[config.mk]
export PLATFORM = sky130hd
export DESIGN_NAME = onehot_index_serializer
export DESIGN_NICKNAME = d
export VERILOG_FILES = /design/src/rtl/onehot_index_serializer.sv
export SDC_FILE = /design/constraint.sdc
export NUM_CORES = 1
export LEC_CHECK = 0
export BUFFER_PORTS_ARGS = -buffer_cell sky130_fd_sc_hd__buf_2
export CAP_MARGIN = 20
export CORE_ASPECT_RATIO = 0.9
export CORE_MARGIN = 1.5
export CORE_UTILIZATION = 30
export DETAILED_ROUTE_END_ITERATION = 10
export PLACE_DENSITY = 0.63
export SETUP_SLACK_MARGIN = 0.05
export SYNTH_ARGS = -nofsm -noshare
export SYNTH_HDL_FRONTEND = slang
export SYNTH_SLANG_ARGS = --single-unit
[constraint.sdc]
create_clock -name clk -period 2.2 [get_ports clk]
set_input_delay 0.22 -clock clk [delete_from_list [all_inputs] [get_ports clk]]
set_output_delay 0.22 -clock clk [all_outputs]
set_load 0.05 [all_outputs]
[src/rtl/onehot_index_serializer.sv]
// Serialises a one-hot/multi-hot request vector into index codes, one per cycle, in priority order.
// Optional OIS_LAST_EN adds an out_last flag marking the final code of each vector.
module onehot_index_serializer #(
    parameter int WIDTH    = 8,
    parameter int PRIO_LSB = 0,
    localparam int IDXW    = $clog2(WIDTH)
) (
    input  logic             clk,
    input  logic             rst,
    input  logic [WIDTH-1:0] inp,
    input  logic             in_valid,
    output logic             in_ready,
    output logic [IDXW-1:0]  out,
    output logic             out_valid,
    input  logic             out_ready,
    output logic             zero
`ifdef OIS_LAST_EN
    ,
    output logic             out_last
`endif
);

    typedef enum logic {
        IDLE  = 1'b0,
        DRAIN = 1'b1
    } state_t;

    state_t           state;
    state_t           state_next;
    logic [WIDTH-1:0] pend;
    logic [WIDTH-1:0] pend_next;
    logic [WIDTH-1:0] sel_mask;
    logic [WIDTH-1:0] pend_left;
    logic [IDXW-1:0]  sel_code;
    logic             found;
    logic             accept;
    logic             zero_next;
    logic             ready_next;
    int               pos;

    // Priority pick over the registered pend only, so out never depends on inp.
    always_comb begin
        sel_mask = '0;
        sel_code = '0;
        found    = 1'b0;
        pos      = 0;
        for (int i = 0; i < WIDTH; i++) begin
            pos = (PRIO_LSB != 0) ? i : (WIDTH - 1 - i);
            if (!found && pend[pos]) begin
                found         = 1'b1;
                sel_mask[pos] = 1'b1;
                sel_code      = IDXW'(WIDTH - 1 - pos);
            end
        end
    end

    assign pend_left = pend & ~sel_mask;
    assign accept    = in_valid && in_ready && (state == IDLE);

    always_comb begin
        state_next = state;
        pend_next  = pend;
        zero_next  = 1'b0;
        case (state)
            IDLE: begin
                if (accept) begin
                    if (inp != '0) begin
                        pend_next  = inp;
                        state_next = DRAIN;
                    end else begin
                        zero_next = 1'b1;
                    end
                end
            end
            DRAIN: begin
                if (out_ready) begin
                    pend_next = pend_left;
                    if (pend_left == '0) begin
                        state_next = IDLE;
                    end
                end
            end
            default: begin
                state_next = IDLE;
                pend_next  = '0;
            end
        endcase
        ready_next = (state_next == IDLE);
    end

    // in_ready is registered so it stays low for the whole reset and rises one edge after release.
    always_ff @(posedge clk or posedge rst) begin
        if (rst) begin
            state    <= IDLE;
            pend     <= '0;
            zero     <= 1'b0;
            in_ready <= 1'b0;
        end else begin
            state    <= state_next;
            pend     <= pend_next;
            zero     <= zero_next;
            in_ready <= ready_next;
        end
    end

    assign out       = sel_code;
    assign out_valid = (state == DRAIN);

`ifdef OIS_LAST_EN
    assign out_last = (state == DRAIN) && (pend_left == '0);
`endif

endmodule

==> flow_summary.ini <==
[global_routing]
grt_max_degree = 15
grt_usage_pct = 15.1
grt_pass1_vias = 593
grt-ovfl-total = 0
antenna_found_initial = 0
grt_pass1_wl_microns = 2660

[yosys]
synth_top_area_cell = dfrtp_1
syn_avg_cell_area_sq_um = 10.1
synth_edf_count = 0
ys.flop_type = dfrtp_1
synth_top_family_by_area = compound AO/OA/AOI/OAI gates
ys_seq_area_share_pct = 42.5
ys_async_sr_fraction_pct = 100
synth_xor_area_share_pct = 0
syn_area_sq_um = 648
muxShareOfSynthArea_pct = 0
yosysTopAreaCellShare_pct = 42.5
ys_seq_elements = 11
ys.warnings.count = 0
synth-simple-area-share_pct = 17.8
netlist_instances = 64
yosysMostFrequentCell = dfrtp_1
synth_nets = 76
synthTopCellsByArea = dfrtp_1, a221o_1, o311a_2, a21oi_1, nor2_1
yosys-top-cells-count = dfrtp_1, nor2_1, a21oi_1, a221o_1, inv_1
synth_cell_types = 29
synth-compound-area-share_pct = 32.4
synth_fa_ha_area_share_pct = 1.54

[final_layout]
final_nets = 104
drive_gt1_share_pct = 47.3
syn_to_final_growth_pct = 34.4
final_core_util_pct = 44.2
final_area_sq_um = 871
diodes = 0

[timing]
worst_slack_ns = 0.112
fin_crit_ns = 2.09
tightest_slew_ns = 0.511
hold_ws_ns = 0.192
maxSlewHeadroom_pct = 65.5
rsz0062_at_grt = no
finalCritPeriodShare_pct = 94.9
hold_viol_final = 0
slew_viol_final = 0
clock_skew_ns = 0.00929
fmax_ghz = 0.479
finalSetupViolations = 0

[worst_setup_path]
start_kind = flop
cp_max_fo = 3
worst_ep_required_time_ns = 1.98
arrival_ns = 1.87
critPathKind = flop to output port
cp-end-kind = output port

[die]
io-pin-count = 18
start_util_pct = 32.9
die_area_sq_um = 2450
die_h_microns = 47.1
rows = 15
die_w_microns = 52.0
core_area_sq_um = 1970

[clocking]
cts_buffers = 3
cts_tree = built
clkSlewWorstSetupHoldPaths_ns = 0.08
clkLatencyLatePin_ns = 0.28
cts.path.max_buffers = 2
cts_sinks = 11
cts_max_level = 1
clock-root-buffer = clkbuf_4

[outcome]
outcome = finished, final reports clean

[power_and_ir_drop]
p_seq_share_pct = 26.4
totalPowerFinal_uw = 1590
p_leak_uw = 0.000422
combPwrFrac_pct = 64.7
vdd_drop_max_v = 0.000835
p_sw_share_pct = 49.7
powerDensity_nw_per_um2 = 1820
p_sw_uw = 788
intPower_uw = 797
clockPowerShare_pct = 9.0

[routing]
dr.pass1.iters = 4
wl_per_cell_microns = 14.1
drt_iter0_markers = 21
drc = 0
wl_microns = 1630
final_antenna_net_count = 0
num_vias = 633
via_per_inst = 5.46

[placed_design]
portBuffers = 17
pre_cts_ws_ns = 0.187
dpl-instance-area_sq_um = 791
place_congestion = 0.722
dpl.hpwl_microns = 1210

[run]
max_cap_violations = 0

[hold_path]
hold_path.class = input port to flop
-- layout make-up --
class | instances | area [sq um]
flip-flops and latches | 11 | 278
fillers | 198 | 1100
multi-input cells | 46 | 355
clock buffers | 3 | 22.5
well taps | 25 | 31.3
repair buffers | 26 | 164
clock inverters | 1 | 5.00
inverters | 4 | 15.0
-- critical path, cell delays in order (launching register included) --
cell and delay [ns]:
dfrtp_1 0.38, or4_4 0.53, or2_4 0.27, o31ai_4 0.22
buf_6 0.19
-- state kept, by name, summed over array words and instances (netlist names) --
register / count
in_ready: 1
out_valid: 1
pend: 8
zero: 1
-- metal layers --
metal  track usage [%]  routed length [microns]  up-vias
met1              20.0                      777      297
li1                  -                        -      314
met2              23.3                      748       22
met3              6.05                      108        0
met5                 0                        0        -
met4              3.68                        0        0
-- power groups by stage --
stage,Sequential [uW],Clock (uW),Combinational [uW]
floorplan,432,0,680
global placement,419,0,894
detailed placement,422,0,895
CTS,414,147,1030
global route,434,155,1100
finish,418,142,1020
-- stage by stage --
step	cells	TNS (ns)
2_1_floorplan	64	-0.0453
3_3_place_gp	108	0
3_5_place_dp	108	0
4_1_cts	116	0
5_1_grt	116	0
6_report	116	0
-- cells by family after synthesis --
group / count (synthesis)
adders and majority gates: 1
and+or+nand+nor: 20
buffers and inverters: 7
AOI/OAI and AO/OA: 25
DFF: 11
-- placed cells by master, fill, tap and decap left out, types with 2 or more instances in the layout --
cell	synthesis	final
dfrtp_1	11	9
nand2_1	2	2
a21oi_1	6	6
buf_4	1	9
a221o_1	6	6
o311a_2	3	3
nor2_1	7	7
and3_1	3	3
nor4_1	2	2
inv_1	4	4
buf_2	0	15
clkbuf_4	0	3
dfrtp_2	0	2
-- worst paths after layout --
path	start	to	slack [ns]	cells past startpoint
max	pend[5]	out[1]	0.11	4
min	inp[7]	pend[7]	0.19	2
max reg2reg	pend[5]	pend[2]	0.34	5
min reg2reg	pend[0]	pend[0]	0.62	1
max in group asynchronous	rst	pend[6]	1.40	3
min in group asynchronous	rst	out_valid	0.47	3
-- what timing repair did --
| item | in CTS | in global routing |
|---|---|---|
| hold buffers | 1 | 0 |
| setup buffers | 3 | 0 |
| endpoints found under the setup margin | 2 | 1 |
| gates resized for setup | 5 | 1 |
| pin swaps | 2 | 1 |
| hold endpoints to repair | 11 | 0 |
No activity file was read; power rests on OpenSTA's default activity.
